$ cat src/rtl/pio_shoot_pulse_if.sv
// Avalon-MM write-side slave bus for the shoot pulse PIO.
interface pio_shoot_pulse_if;
  logic [1:0]  address;
  logic        chipselect;
  logic        write_n;
  logic [31:0] writedata;
  logic [31:0] readdata;

  modport master (
    output address, chipselect, write_n, writedata,
    input  readdata
  );

  modport slave (
    input  address, chipselect, write_n, writedata,
    output readdata
  );
endinterface

$ cat src/rtl/pio_shoot_pulse.sv
// Kicker/chipper discharge PIO: one armed pulse of programmable width per FIRE
// write, followed by a mandatory cooldown. Optional irq port under SHOOT_IRQ_EN.
module pio_shoot_pulse #(
  parameter int unsigned      CNT_W        = 16,
  parameter logic [CNT_W-1:0] MAX_PULSE    = CNT_W'(50000),
  parameter logic [CNT_W-1:0] COOLDOWN_RST = CNT_W'(10000)
) (
  input  logic             clk,
  input  logic             reset_n,
  pio_shoot_pulse_if.slave bus,
  output logic             out_port
`ifdef SHOOT_IRQ_EN
  ,
  output logic             irq
`endif
);

  typedef enum logic [1:0] {ST_IDLE, ST_FIRE, ST_COOL} state_t;

  state_t           r_state, w_state_nxt;
  logic [CNT_W-1:0] r_pulse_cnt, w_pulse_nxt;
  logic [CNT_W-1:0] r_cool_cnt, w_cool_nxt;
  logic [CNT_W-1:0] r_cooldown, w_cooldown_nxt;
  logic             r_arm, w_arm_nxt;
  logic             r_dropped, w_dropped_nxt;
  logic             r_irq_pend, w_irq_pend_nxt;
  logic             r_out, w_out_nxt;
  logic [31:0]      r_rdata, w_rdata;

  logic             w_wr, w_fire_wr, w_cool_wr, w_ctrl_wr, w_stat_wr, w_abort;
  logic [CNT_W-1:0] w_wdata, w_req;
  logic             w_unused_wd;

  // Write decode; abort covers both the abort bit and a disarming CTRL write.
  assign w_wr        = bus.chipselect & ~bus.write_n;
  assign w_fire_wr   = w_wr && (bus.address == 2'd0);
  assign w_cool_wr   = w_wr && (bus.address == 2'd1);
  assign w_ctrl_wr   = w_wr && (bus.address == 2'd2);
  assign w_stat_wr   = w_wr && (bus.address == 2'd3);
  assign w_wdata     = bus.writedata[CNT_W-1:0];
  assign w_req       = (w_wdata > MAX_PULSE) ? MAX_PULSE : w_wdata;
  assign w_abort     = w_ctrl_wr && (bus.writedata[1] || !bus.writedata[0]);
  assign w_unused_wd = ^bus.writedata[31:CNT_W];

  // Next-state, counters, flags and read mux.
  always_comb begin
    w_state_nxt    = r_state;
    w_pulse_nxt    = r_pulse_cnt;
    w_cool_nxt     = r_cool_cnt;
    w_cooldown_nxt = r_cooldown;
    w_arm_nxt      = r_arm;
    w_dropped_nxt  = r_dropped;
    w_irq_pend_nxt = r_irq_pend;
    w_out_nxt      = r_out;

    if (w_cool_wr) w_cooldown_nxt = w_wdata;
    if (w_ctrl_wr) w_arm_nxt = bus.writedata[0];
    // Clears first so a same-cycle hardware set is never lost.
    if (w_stat_wr && bus.writedata[2]) w_dropped_nxt  = 1'b0;
    if (w_stat_wr && bus.writedata[3]) w_irq_pend_nxt = 1'b0;

    case (r_state)
      ST_IDLE: begin
        if (w_fire_wr && (w_req != '0)) begin
          if (r_arm) begin
            w_state_nxt = ST_FIRE;
            w_pulse_nxt = w_req;
            w_out_nxt   = 1'b1;
          end else begin
            w_dropped_nxt = 1'b1;
          end
        end
      end
      ST_FIRE: begin
        if (w_fire_wr) w_dropped_nxt = 1'b1;
        if (w_abort) begin
          // Aborted pulses always serve the full cooldown.
          w_state_nxt = ST_COOL;
          w_pulse_nxt = '0;
          w_cool_nxt  = r_cooldown;
          w_out_nxt   = 1'b0;
        end else if (r_pulse_cnt <= CNT_W'(1)) begin
          w_pulse_nxt = '0;
          w_cool_nxt  = r_cooldown;
          w_out_nxt   = 1'b0;
          if (r_cooldown == '0) begin
            w_state_nxt    = ST_IDLE;
            w_irq_pend_nxt = 1'b1;
          end else begin
            w_state_nxt = ST_COOL;
          end
        end else begin
          w_pulse_nxt = r_pulse_cnt - CNT_W'(1);
        end
      end
      ST_COOL: begin
        if (w_fire_wr) w_dropped_nxt = 1'b1;
        if (r_cool_cnt <= CNT_W'(1)) begin
          w_state_nxt    = ST_IDLE;
          w_cool_nxt     = '0;
          w_irq_pend_nxt = 1'b1;
        end else begin
          w_cool_nxt = r_cool_cnt - CNT_W'(1);
        end
      end
      default: begin
        w_state_nxt = ST_IDLE;
        w_out_nxt   = 1'b0;
      end
    endcase

    case (bus.address)
      2'd0:    w_rdata = 32'(r_pulse_cnt);
      2'd1:    w_rdata = 32'(r_cooldown);
      2'd2:    w_rdata = {31'b0, r_arm};
      default: w_rdata = {28'b0, r_irq_pend, r_dropped,
                          r_state == ST_COOL, r_state == ST_FIRE};
    endcase
  end

  // State and output registers with asynchronous clear.
  always_ff @(posedge clk or negedge reset_n) begin
    if (!reset_n) begin
      r_state     <= ST_IDLE;
      r_pulse_cnt <= '0;
      r_cool_cnt  <= '0;
      r_cooldown  <= COOLDOWN_RST;
      r_arm       <= 1'b0;
      r_dropped   <= 1'b0;
      r_irq_pend  <= 1'b0;
      r_out       <= 1'b0;
      r_rdata     <= '0;
    end else begin
      r_state     <= w_state_nxt;
      r_pulse_cnt <= w_pulse_nxt;
      r_cool_cnt  <= w_cool_nxt;
      r_cooldown  <= w_cooldown_nxt;
      r_arm       <= w_arm_nxt;
      r_dropped   <= w_dropped_nxt;
      r_irq_pend  <= w_irq_pend_nxt;
      r_out       <= w_out_nxt;
      r_rdata     <= w_rdata;
    end
  end

  assign out_port     = r_out;
  assign bus.readdata = r_rdata;

`ifdef SHOOT_IRQ_EN
  logic r_irq;

  // Level interrupt, registered from the post-edge pending and arm values.
  always_ff @(posedge clk or negedge reset_n) begin
    if (!reset_n) r_irq <= 1'b0;
    else          r_irq <= w_irq_pend_nxt & w_arm_nxt;
  end

  assign irq = r_irq;
`endif

endmodule

$ cat src/flat_wrapper.sv
// flat-port wrapper written by rule: the top's interface ports become plain ports
module pio_shoot_pulse_flat 
#(
  parameter int unsigned      CNT_W        = 16,
  parameter logic [CNT_W-1:0] MAX_PULSE    = CNT_W'(50000),
  parameter logic [CNT_W-1:0] COOLDOWN_RST = CNT_W'(10000)
)
  (clk, reset_n, out_port, bus_address, bus_chipselect, bus_write_n, bus_writedata, bus_readdata);
  pio_shoot_pulse_if bus_i ();
  input  logic clk;
  input  logic reset_n;
  output logic out_port;
  input wire logic [$bits(bus_i.address)-1:0] bus_address;
  input wire logic [$bits(bus_i.chipselect)-1:0] bus_chipselect;
  input wire logic [$bits(bus_i.write_n)-1:0] bus_write_n;
  input wire logic [$bits(bus_i.writedata)-1:0] bus_writedata;
  output wire logic [$bits(bus_i.readdata)-1:0] bus_readdata;
  assign bus_i.address = bus_address;
  assign bus_i.chipselect = bus_chipselect;
  assign bus_i.write_n = bus_write_n;
  assign bus_i.writedata = bus_writedata;
  assign bus_readdata = bus_i.readdata;
  pio_shoot_pulse #(.CNT_W(CNT_W), .MAX_PULSE(MAX_PULSE), .COOLDOWN_RST(COOLDOWN_RST)) u_core (.clk(clk), .reset_n(reset_n), .bus(bus_i), .out_port(out_port));
endmodule
$ cat config.mk
export PLATFORM = sky130hd
export DESIGN_NAME = pio_shoot_pulse_flat
export DESIGN_NICKNAME = d
export VERILOG_FILES = /design/src/rtl/pio_shoot_pulse_if.sv /design/src/rtl/pio_shoot_pulse.sv /design/src/flat_wrapper.sv
export SDC_FILE = /design/constraint.sdc
export NUM_CORES = 1
export LEC_CHECK = 0
export BUFFER_PORTS_ARGS = -buffer_cell sky130_fd_sc_hd__buf_2
export CAP_MARGIN = 25
export CORE_ASPECT_RATIO = 1.2
export CORE_UTILIZATION = 30
export DETAILED_ROUTE_END_ITERATION = 10
export SYNTH_ARGS = -nofsm -noshare
export SYNTH_HDL_FRONTEND = slang
export SYNTH_SLANG_ARGS = --single-unit
$ cat constraint.sdc
create_clock -name clk -period 2.3 [get_ports clk]
set_input_delay 0.345 -clock clk [delete_from_list [all_inputs] [get_ports clk]]
set_output_delay 0.345 -clock clk [all_outputs]
set_load 0.01 [all_outputs]
==> results of run 1 <==
## stage by stage
| stage | power [mW] | setup WS [ns] | hold WS, ns | instance area, um2 |
|---|---|---|---|---|
| 2_1_floorplan | 3.35 | 0.206 | 0.0494 | 3990 |
| 3_3_place_gp | 4.20 | 0.0463 | 0.378 | 4630 |
| 3_5_place_dp | 4.26 | 0.0395 | 0.383 | 4630 |
| 4_1_cts | 5.74 | 0.0220 | 0.0269 | 4950 |
| 5_1_grt | 6.12 | -0.0229 | 0.0642 | 4960 |
| 6_report | 5.75 | 0.0894 | 0.00944 | 4960 |
## cell families (layout without fill, tap and decap cells)
logic type | count (synthesis) | after routing
other | 1 | 16
buffers and inverters | 50 | 125
multiplexers | 33 | 33
AND/OR/NAND/NOR | 145 | 145
adder cells (fa/ha/maj) | 8 | 8
AO/OA/AOI/OAI | 114 | 114
flip-flops | 70 | 70
## cell usage in the layout (no fill, tap or decap), types with 4 or more instances in the layout
master | Yosys | layout
sky130_fd_sc_hd__nand3_1 | 10 | 10
sky130_fd_sc_hd__nor4_1 | 12 | 12
sky130_fd_sc_hd__a31oi_1 | 4 | 4
sky130_fd_sc_hd__dfstp_2 | 5 | 5
sky130_fd_sc_hd__ha_1 | 8 | 8
sky130_fd_sc_hd__mux2i_1 | 16 | 16
sky130_fd_sc_hd__o21ai_0 | 34 | 31
sky130_fd_sc_hd__conb_1 | 1 | 16
sky130_fd_sc_hd__nand2_1 | 28 | 28
sky130_fd_sc_hd__nor3_1 | 17 | 16
sky130_fd_sc_hd__o21ai_1 | 12 | 15
sky130_fd_sc_hd__a21oi_1 | 29 | 28
sky130_fd_sc_hd__dfrtp_1 | 65 | 65
sky130_fd_sc_hd__inv_1 | 15 | 15
sky130_fd_sc_hd__a32oi_1 | 6 | 6
sky130_fd_sc_hd__clkbuf_16 | 0 | 9
sky130_fd_sc_hd__or3_1 | 4 | 4
sky130_fd_sc_hd__nor2_1 | 47 | 47
sky130_fd_sc_hd__mux2_2 | 16 | 16
sky130_fd_sc_hd__buf_4 | 16 | 52
sky130_fd_sc_hd__nor4b_1 | 4 | 4
sky130_fd_sc_hd__buf_2 | 5 | 38
sky130_fd_sc_hd__and2_1 | 4 | 4
## Yosys cell counts (2+ instances only)
cell	count
sky130_fd_sc_hd__nor4_1	12
sky130_fd_sc_hd__nor4b_1	4
sky130_fd_sc_hd__nand2_1	28
sky130_fd_sc_hd__dfstp_2	5
sky130_fd_sc_hd__nor2b_1	3
sky130_fd_sc_hd__a221o_1	3
sky130_fd_sc_hd__o211ai_1	3
sky130_fd_sc_hd__nor2_1	47
sky130_fd_sc_hd__buf_2	5
sky130_fd_sc_hd__nand4b_1	2
sky130_fd_sc_hd__a22oi_1	3
sky130_fd_sc_hd__nand3_1	10
sky130_fd_sc_hd__nor3_1	17
sky130_fd_sc_hd__ha_1	8
sky130_fd_sc_hd__a31oi_1	4
sky130_fd_sc_hd__o21a_1	2
sky130_fd_sc_hd__o221ai_1	3
sky130_fd_sc_hd__mux2_2	16
sky130_fd_sc_hd__nand4_1	3
sky130_fd_sc_hd__a32oi_1	6
sky130_fd_sc_hd__or4_1	2
sky130_fd_sc_hd__clkbuf_1	11
sky130_fd_sc_hd__o21ai_1	12
sky130_fd_sc_hd__buf_4	16
sky130_fd_sc_hd__dfrtp_1	65
sky130_fd_sc_hd__o21ai_0	34
sky130_fd_sc_hd__a21oi_1	29
sky130_fd_sc_hd__inv_1	15
sky130_fd_sc_hd__mux2i_1	16
sky130_fd_sc_hd__and2_1	4
sky130_fd_sc_hd__o22a_1	2
sky130_fd_sc_hd__a22o_1	2
sky130_fd_sc_hd__or3_1	4
sky130_fd_sc_hd__o22ai_1	2
## power by group through the flow
stage,Combinational [mW],Sequential (mW),Clock (mW)
floorplan,1.43,1.92,0
global placement,2.24,1.95,0
detailed placement,2.30,1.97,0
CTS,2.30,1.95,1.49
global route,2.58,2.00,1.54
finish,2.33,1.95,1.47
## area by class of cell
type                       instances  area [um2]
fill                            1318        7760
multi-input combinational        316        1990
sequential                        70        1760
timing repair buffer              93         641
clock buffer                      10         229
tap                              164         205
clock inverter                     6        86.3
inverter                          16        60.1
## worst paths after layout
check,start,endpoint,slack (ns),cells after the start
max reg2reg,u_core.r_pulse_cnt[7],u_core.r_pulse_cnt[14],0.09,6
min in group clk,bus_address[1],u_core.bus.readdata[4],0.25,2
min,reset_n,u_core.r_cool_cnt[7],0.009,1
min reg2reg,u_core.out_port,u_core.out_port,0.49,1
max in group asynchronous,reset_n,u_core.r_cooldown[10],1.59,2
max,u_core.r_pulse_cnt[7],u_core.r_pulse_cnt[14],0.09,6
## critical path, cell delays in order, from the launching register on
cell	delay (ns)
sky130_fd_sc_hd__dfrtp_1	0.37
sky130_fd_sc_hd__or4_4	0.56
sky130_fd_sc_hd__nor4_4	0.35
sky130_fd_sc_hd__a211o_4	0.25
sky130_fd_sc_hd__a21oi_1	0.05
sky130_fd_sc_hd__o21a_1	0.20
sky130_fd_sc_hd__a311o_1	0.31
## routing by layer
metal / global-route usage (%) / vias up / routed length, um
met5: 0 / - / 0
met4: 7.25 / 0 / 360
met3: 3.67 / 26 / 447
met2: 28.9 / 110 / 5410
met1: 20.9 / 1679 / 4710
li1: - / 1689 / -
## timing repair
| item | CTS | global route |
|---|---|---|
| endpoints found under the setup margin | 0 | 16 |
| resized for setup | 0 | 5 |
| setup buffers | 0 | 0 |
## flip-flops by register name, summed over array words and instances (netlist names)
register,count
u_core.r_cooldown,16
u_core.out_port,1
u_core.r_pulse_cnt,16
u_core.r_dropped,1
u_core.r_arm,1
u_core.r_state,2
u_core.r_irq_pend,1
u_core.bus.readdata,16
u_core.r_cool_cnt,16
==> parameters.txt, run 1 <==
Parameter                              Value

Run status
  Status    finished clean

Routing
  Total number of vias    between 3000 and 4000
  Routed length per instance    16.2 um
  Detailed-router iteration count before antenna repair    4
  Initial DRC Count    197
  Detail Route Antenna Nets    0
  Final routed DRC violation total    0
  Vias per std cell    about 5.2
  Wire length reported by the detailed router    10.9 mm

Global route
  Number of global-route vias before repair    3413
  Maximum number of pins on one net before global-route repair    48
  Total congestion overflow    0
  Global routing usage summed across all routing layers    between 10% and 20%
  Wire length of the first global-routing pass    roughly 18 mm
  Initial antenna violation count    0

Power
  Reported net switching power    ~2.2 mW
  Power density of the placed cells    about 1200 nW/um2
  Switching share of total power    ~37%
  Peak VDD IR    about 0.47 mV
  Power share of the sequential group    34.0%
  Clock Power Share    25.6%
  Internal Pwr Total    ~3.6 mW
  Standby leakage power    between 2 and 2.5 nW
  Power share of the combinational group    40.5%

Synthesis
  Synth unique cells    between 50 and 60
  Mean instance size in the synthesized netlist    roughly 9.3 um2
  Count of state elements after synthesis    70
  Compound-gate portion of the synthesized area    a little under a fifth
  Number of warning messages in the yosys log    0
  Predominant post-synthesis flop cell    sky130_fd_sc_hd__dfrtp_1
  Area of the mapped netlist    just under 4000 um2
  Combinational family with the most area after synthesis    simple AND/OR/NAND/NOR gates
  Sequential fraction of the synthesis area    approximately 45%
  Largest area contributor in the synthesized netlist    sky130_fd_sc_hd__dfrtp_1
  Synth async-reset ratio    between 90% and 100%
  Post-Synth Simple-Gate Area    roughly a fifth
  Area fraction of the dominant cell type after synthesis    41.3%
  Cell count after synthesis    between 400 and 500
  Post-synthesis adder-cell area fraction    2.54%
  Post-synthesis share of cell area spent on xor and xnor gates    0%
  Most area-consuming cells after synthesis    sky130_fd_sc_hd__dfrtp_1 (41%), sky130_fd_sc_hd__mux2_2 (4.6%), sky130_fd_sc_hd__nor2_1 (4.5%)
  Share of cell area taken by muxes after synthesis    a little under a tenth
  Post-synth EDFFs    0

Placement
  DP Cell Count    between 600 and 700
  Port Buffers    38
  Total half-perimeter wirelength after legalization and detailed placement    around 8.4 mm
  Placer's final routability congestion estimate    0.893

Floorplanning
  Y dimension of the die    ~130 um
  Die footprint    13600 um2
  Width of the die    roughly 110 um
  FP Rows    45
  I/O pin count    slightly above 70
  Placeable core area    about 13000 um2
  Initial Utilization    between 30% and 40%

Worst setup path
  Critical Path Sink Type    register
  Req. time, crit path    between 2 and 3 ns
  CP Launch Type    register
  Largest fanout on the critical path    8
  Arrival time of data at the critical path endpoint    2.43 ns
  Critical path type    reg -> reg

STA
  Relative slew slack    between 60% and 70%
  Setup TNS    0 ns
  Clock skew    between 0.005 and 0.006 ns
  Setup Viol. Count Final    0
  Maximum operating frequency    ~450 MHz
  Final hold violations    0
  Shortest clock period the worst path allows after layout    between 2 and 2.5 ns
  Final Cycle Share    96.1%
  Slew at the pin closest to its max-slew limit    about 0.57 ns
  RSZ-0062 raised after global routing    true
  Number of slew-limit violations in the final report    0

Worst hold path
  Classification of the worst-slack hold path    in -> async

Clock network
  Root buf cell    sky130_fd_sc_hd__clkbuf_16
  Clock transition at path regs    0.06 ns
  Clock tree buffer depth    2
  Clock tree from TritonCTS    built
  Number of H-tree branching levels    3
  Clock sink total    70
  Clock insertion delay at the later pin of the skew report    0.34 ns
  Number of buffers inserted during clock tree synthesis    9
  Post-cts hold buffer count    0

Finish
  Nets@finish    around 550
  Synthesis-to-layout area growth    26.2%
  Number of inserted diodes    0
  Post-Layout Cell Count    about 680
  Final core area utilization    39.0%
  Share of layout cells above drive strength 1    between 20% and 30%

Run
  Max-cap viol count    0
No activity file was read; power rests on OpenSTA's default activity.
==> run 2, diff against run 1 <==
==> constraint.sdc (replaced) <==
create_clock -name clk -period 2.3 [get_ports clk]
set_input_delay 0.46 -clock clk [delete_from_list [all_inputs] [get_ports clk]]
set_output_delay 0.46 -clock clk [all_outputs]
set_load 0.01 [all_outputs]
==> parameters.txt, run 2 (synthesized netlist as in run 1, its figures left out) <==
Parameter                              Value

Run status
  Status    finished clean

Routing
  Wire length reported by the detailed router    between 10 and 15 mm
  Routed wl met2    roughly 5.6 mm
  Sum of routed wire segments on met1    approximately 4.8 mm
  Detailed-router iteration count before antenna repair    4
  Vias per std cell    about 5.2
  Max Used Layer    met4
  Initial DRC Count    roughly 180
  Total number of vias    3554
  Final routed DRC violation total    0
  Amount of wire on met3 after detailed routing    about 540 um
  Detail Route Antenna Nets    0
  Routed length per instance    16.5 um

Worst setup path
  Delay of the slowest cell on the worst path    0.56 ns
  Register-to-register path setup slack    around 0.024 ns
  Critical Path Sink Type    register
  Req. time, crit path    roughly 2.5 ns
  Critical path type    reg -> reg
  CP Launch Type    register
  R2R depth    6
  Slowest cell on crit path    sky130_fd_sc_hd__or4_4
  Launch point of the worst reg-to-reg path    u_core.r_pulse_cnt[10]
  Largest fanout on the critical path    6
  Arrival time of data at the critical path endpoint    2.48 ns
  Cell chain of the critical path    or4_4, nor4_4, a211o_4, a21oi_1, o21a_1, a311o_1
  R2r endpoint    u_core.r_pulse_cnt[14]

Global route
  Global routing usage summed across all routing layers    approximately 17%
  Total congestion overflow    0
  Initial antenna violation count    0
  Number of global-route vias before repair    about 3400
  Maximum number of pins on one net before global-route repair    54
  Wire length of the first global-routing pass    17.7 mm

Finish
  Share of layout cells above drive strength 1    roughly 28%
  Synthesis-to-layout area growth    26.3%
  Leading cell types in the layout, fill and taps excluded    sky130_fd_sc_hd__dfrtp_1 (65), sky130_fd_sc_hd__buf_4 (53), sky130_fd_sc_hd__nor2_1 (47)
  Most common library cell in the layout ignoring fill and taps    sky130_fd_sc_hd__dfrtp_1
  Number of inserted diodes    0
  Nets@finish    554
  Post-Layout Cell Count    between 600 and 700
  Final core area utilization    39.0%
  Non-Filler Cell Area, Final    4970 um2
  Filler Cell Count    about 1300

STA
  Final hold violations    0
  Slew at the pin closest to its max-slew limit    ~0.55 ns
  Setup Viol. Count Final    0
  RSZ-0062 raised after global routing    false
  Min setup slack post-route    0.0242 ns
  Number of slew-limit violations in the final report    0
  Maximum operating frequency    439 MHz
  Clock skew    ~0.0079 ns
  Relative slew slack    around 63%
  Final Cycle Share    98.9%
  Shortest clock period the worst path allows after layout    between 2 and 2.5 ns

Power
  Standby leakage power    2.27 nW
  Peak VDD IR    0.418 mV
  Power density of the placed cells    1160 nW/um2

Placement
  Worst setup slack before clock tree synthesis    -0.0268 ns
  Total half-perimeter wirelength after legalization and detailed placement    around 8.4 mm
  Total placed instance area    4610 um2
  Placer's final routability congestion estimate    between 0.9 and 1
  Port Buffers    38
  DP Cell Count    about 660

Clock network
  Clock transition at path regs    approximately 0.06 ns
  Clock tree buffer depth    2
  Root buf cell    sky130_fd_sc_hd__clkbuf_16
  Number of H-tree branching levels    3
  Number of buffers inserted during clock tree synthesis    9
  Post-cts hold buffer count    0
  Clock tree from TritonCTS    built
  Clock insertion delay at the later pin of the skew report    approximately 0.33 ns
  Clock sink total    70

Floorplanning
  Initial Utilization    a little under a third
  Width of the die    ~110 um
  FP Rows    45
  Y dimension of the die    about 130 um
  Die footprint    13600 um2
  Placeable core area    about 13000 um2
  I/O pin count    just over 70

Worst hold path
  Classification of the worst-slack hold path    in -> async

Run
  Max-cap viol count    0
[run 2: cell count changes in the layout (fill, tap and decap cells not counted), sizes merged]
| cell | before | now |
|---|---|---|
| a211o | 1 | 2 |
| buf | 93 | 94 |
| bufinv | 2 | 1 |
| clkbuf | 10 | 12 |
| clkinvlp | 1 | 0 |
[run 2: per-layer routing]
layer / global-route usage, % / vias up
li1: - / 1697
met1: 21.5 / 1711
met2: 28.2 / 123
met3: 3.06 / 23
met4: 8.06 / 0
met5: 0 / -
[run 2: power by group]
part / internal (mW) / switching (mW)
combinational: 1.07 / 1.34
clock: 0.892 / 0.498
sequential: 1.62 / 0.331
total: 3.58 / 2.17
[run 2: how the worst max path moves through the flow]
stage                      startpoint                endpoint  slack [ns]  cells after the start
2_1_floorplan   u_core.r_pulse_cnt[7]  u_core.r_pulse_cnt[14]        0.21                      6
3_3_place_gp           bus_address[0]  u_core.r_pulse_cnt[14]       -0.01                      7
3_5_place_dp           bus_address[0]  u_core.r_pulse_cnt[14]       -0.03                      7
4_1_cts         u_core.r_pulse_cnt[7]   u_core.r_cool_cnt[13]       0.007                      7
5_1_grt         u_core.r_pulse_cnt[7]  u_core.r_pulse_cnt[13]       0.001                      7
6_report       u_core.r_pulse_cnt[10]  u_core.r_pulse_cnt[14]        0.02                      6
[run 2: through the flow]
step	total power [mW]	TNS [ns]	hold slack (ns)
floorplan	3.35	0	0.164
global placement	4.16	-0.0150	0.426
detailed placement	4.23	-0.135	0.435
CTS	5.64	0	0.0751
global route	6.15	0	0.115
finish	5.75	0	0.0761
[run 2: layout make-up]
type	count	area [um2]	share of cell area (%)
multi-input cells	317	2000	40.3
clock buffers	12	256	5.16
flip-flops and latches	70	1760	35.4
repair buffers	94	639	12.9
well taps	164	205	4.13
clock inverters	4	45.0	0.907
inverters	16	60.1	1.21
[run 2: repair_timing]
action / CTS / global route
setup buffers: 0 / 3
setup endpoints to repair: 0 / 19
gates resized for setup: 0 / 13
[run 2: critical path, delay by kind of cell, from the launching register on]
| family | cells | cell delay [ns] |
|---|---|---|
| flip-flops | 1 | 0.38 |
| AND/OR/NAND/NOR | 2 | 0.97 |
| AO/OA/AOI/OAI | 4 | 0.82 |
==> run 3, diff against run 2 <==
==> constraint.sdc (replaced) <==
create_clock -name clk -period 2 [get_ports clk]
set_input_delay 0.4 -clock clk [delete_from_list [all_inputs] [get_ports clk]]
set_output_delay 0.4 -clock clk [all_outputs]
set_load 0.01 [all_outputs]
==> parameters.txt, run 3 (synthesized netlist as in run 1, its figures left out) <==
Parameter                              Value

Finish
  Most common library cell in the layout ignoring fill and taps    sky130_fd_sc_hd__buf_4
  Number of inserted diodes    0
  Nets@finish    ~590
  Synthesis-to-layout area growth    38.6%
  Leading cell types in the layout, fill and taps excluded    sky130_fd_sc_hd__buf_4 (80), sky130_fd_sc_hd__dfrtp_1 (65), sky130_fd_sc_hd__nor2_1 (47)
  Share of layout cells above drive strength 1    between 30% and 40%

Power
  Overall Power    approximately 7.5 mW
  Switching share of total power    a little under two fifths
  Reported net switching power    2.82 mW
  Peak VDD IR    0.537 mV
  Standby leakage power    roughly 2.5 nW
  Power share of the combinational group    approximately 45%
  Clock Power Share    24.9%
  Power share of the sequential group    a little under a third
  Internal Pwr Total    4.66 mW
  Power density of the placed cells    roughly 1400 nW/um2

Clock network
  Clock tree buffer depth    2
  Clock insertion delay at the later pin of the skew report    around 0.34 ns
  Number of H-tree branching levels    3
  Clock tree from TritonCTS    built
  Post-cts hold buffer count    0
  Number of buffers inserted during clock tree synthesis    9
  Clock sink total    70
  Clock transition at path regs    roughly 0.06 ns
  Root buf cell    sky130_fd_sc_hd__clkbuf_16

Run status
  Failing checks    setup timing
  Status    finished, violations left

STA
  Maximum operating frequency    about 450 MHz
  Shortest clock period the worst path allows after layout    2.22 ns
  Final Cycle Share    111%
  Number of slew-limit violations in the final report    0
  Final hold violations    0
  Min setup slack post-route    -0.223 ns
  RSZ-0062 raised after global routing    true
  Setup Viol. Count Final    35
  Worst hold slack after final layout    around 0.05 ns
  Clock skew    between 0.006 and 0.007 ns

Floorplanning
  Die footprint    between 10000 and 15000 um2
  Placeable core area    between 10000 and 15000 um2
  Width of the die    about 110 um
  Initial Utilization    just over 30%
  I/O pin count    between 70 and 80
  FP Rows    45
  Y dimension of the die    around 130 um

Worst setup path
  Arrival time of data at the critical path endpoint    ~2.4 ns
  Critical Path Sink Type    register
  Register-to-register path setup slack    -0.22 ns
  Cell family contributing the most delay on the critical path    simple AND/OR/NAND/NOR gates
  Largest fanout on the critical path    7
  Req. time, crit path    about 2.2 ns
  Slowest cell on crit path    sky130_fd_sc_hd__or4_4
  Delay of the slowest cell on the worst path    around 0.55 ns
  CP Launch Type    register
  Critical path type    reg -> reg
  Number of buffer and inverter stages on the critical path    1
  Cell chain of the critical path    or4_4, nor4_4, a211o_4, buf_6, nand2b_4, nor4b_1, a311o_1

Routing
  Detail Route Antenna Nets    0
  Wire length reported by the detailed router    around 12 mm
  Vias per std cell    ~5.3
  Detailed-router iteration count before antenna repair    5
  Initial DRC Count    around 280
  Routed length per instance    between 15 and 20 um
  Total number of vias    3743
  Final routed DRC violation total    0

Global route
  Global routing usage summed across all routing layers    18.1%
  Number of global-route vias before repair    3639
  Wire length of the first global-routing pass    about 19 mm
  Maximum number of pins on one net before global-route repair    approximately 70
  Initial antenna violation count    0
  Total congestion overflow    0

Run
  Max-cap viol count    0

Placement
  Placer's final routability congestion estimate    0.927
  Port Buffers    38
  Total half-perimeter wirelength after legalization and detailed placement    roughly 9 mm
  Worst setup slack before clock tree synthesis    -0.269 ns

Worst hold path
  Classification of the worst-slack hold path    in -> async
[run 3: area by class of cell]
cell class                 count  area, um2
sequential                    70       1760
timing repair buffer         130        946
tap                          164        205
inverter                      16       60.1
multi-input combinational    316       2140
fill                        1263       7270
clock inverter                 7        121
clock buffer                   9        225
[run 3: metrics by stage]
step / setup TNS [ns] / cell area [um2] / instances / utilization [%]
2_1_floorplan: -0.748 / 4000 / 436 / -
3_3_place_gp: -5.41 / 4870 / 690 / 38.3
3_5_place_dp: -6.13 / 4870 / 690 / 38.3
4_1_cts: -5.14 / 5290 / 708 / 41.5
5_1_grt: -7.73 / 5450 / 712 / 42.8
6_report: -4.04 / 5450 / 712 / 42.8
[run 3: power groups by stage]
stage               combinational [mW]  clock, mW  sequential (mW)
floorplan                         1.66          0             2.20
global placement                  2.83          0             2.22
detailed placement                2.89          0             2.23
CTS                               3.06       1.89             2.22
global route                      3.65       1.96             2.31
finish                            3.37       1.86             2.25
[run 3: worst paths after layout]
path / start / endpoint / depth (start not counted)
max in group asynchronous: reset_n / u_core.r_cooldown[10] / 2
min in group clk: bus_writedata[13] / u_core.r_pulse_cnt[13] / 4
max: u_core.r_pulse_cnt[5] / u_core.r_pulse_cnt[14] / 7
min: reset_n / u_core.r_cool_cnt[4] / 2
min reg2reg: u_core.out_port / u_core.out_port / 1
max reg2reg: u_core.r_pulse_cnt[5] / u_core.r_pulse_cnt[14] / 7
[run 3: what timing repair did]
action                                  in CTS  in global routing
gates cloned                                 1                  0
endpoints found under the setup margin      35                 35
buffers inserted                             1                  4
resized for setup                           19                 49
pin swaps                                    4                 21
[run 3: per-layer routing]
layer  GRT usage [%]  share of wire, %  vias to the layer above
met3            3.27               4.8                       27
met2            29.6                49                      130
met1            22.4                42                     1827
li1                -                 -                     1759
met5               0                 0                        -
met4            10.3               3.8                        0
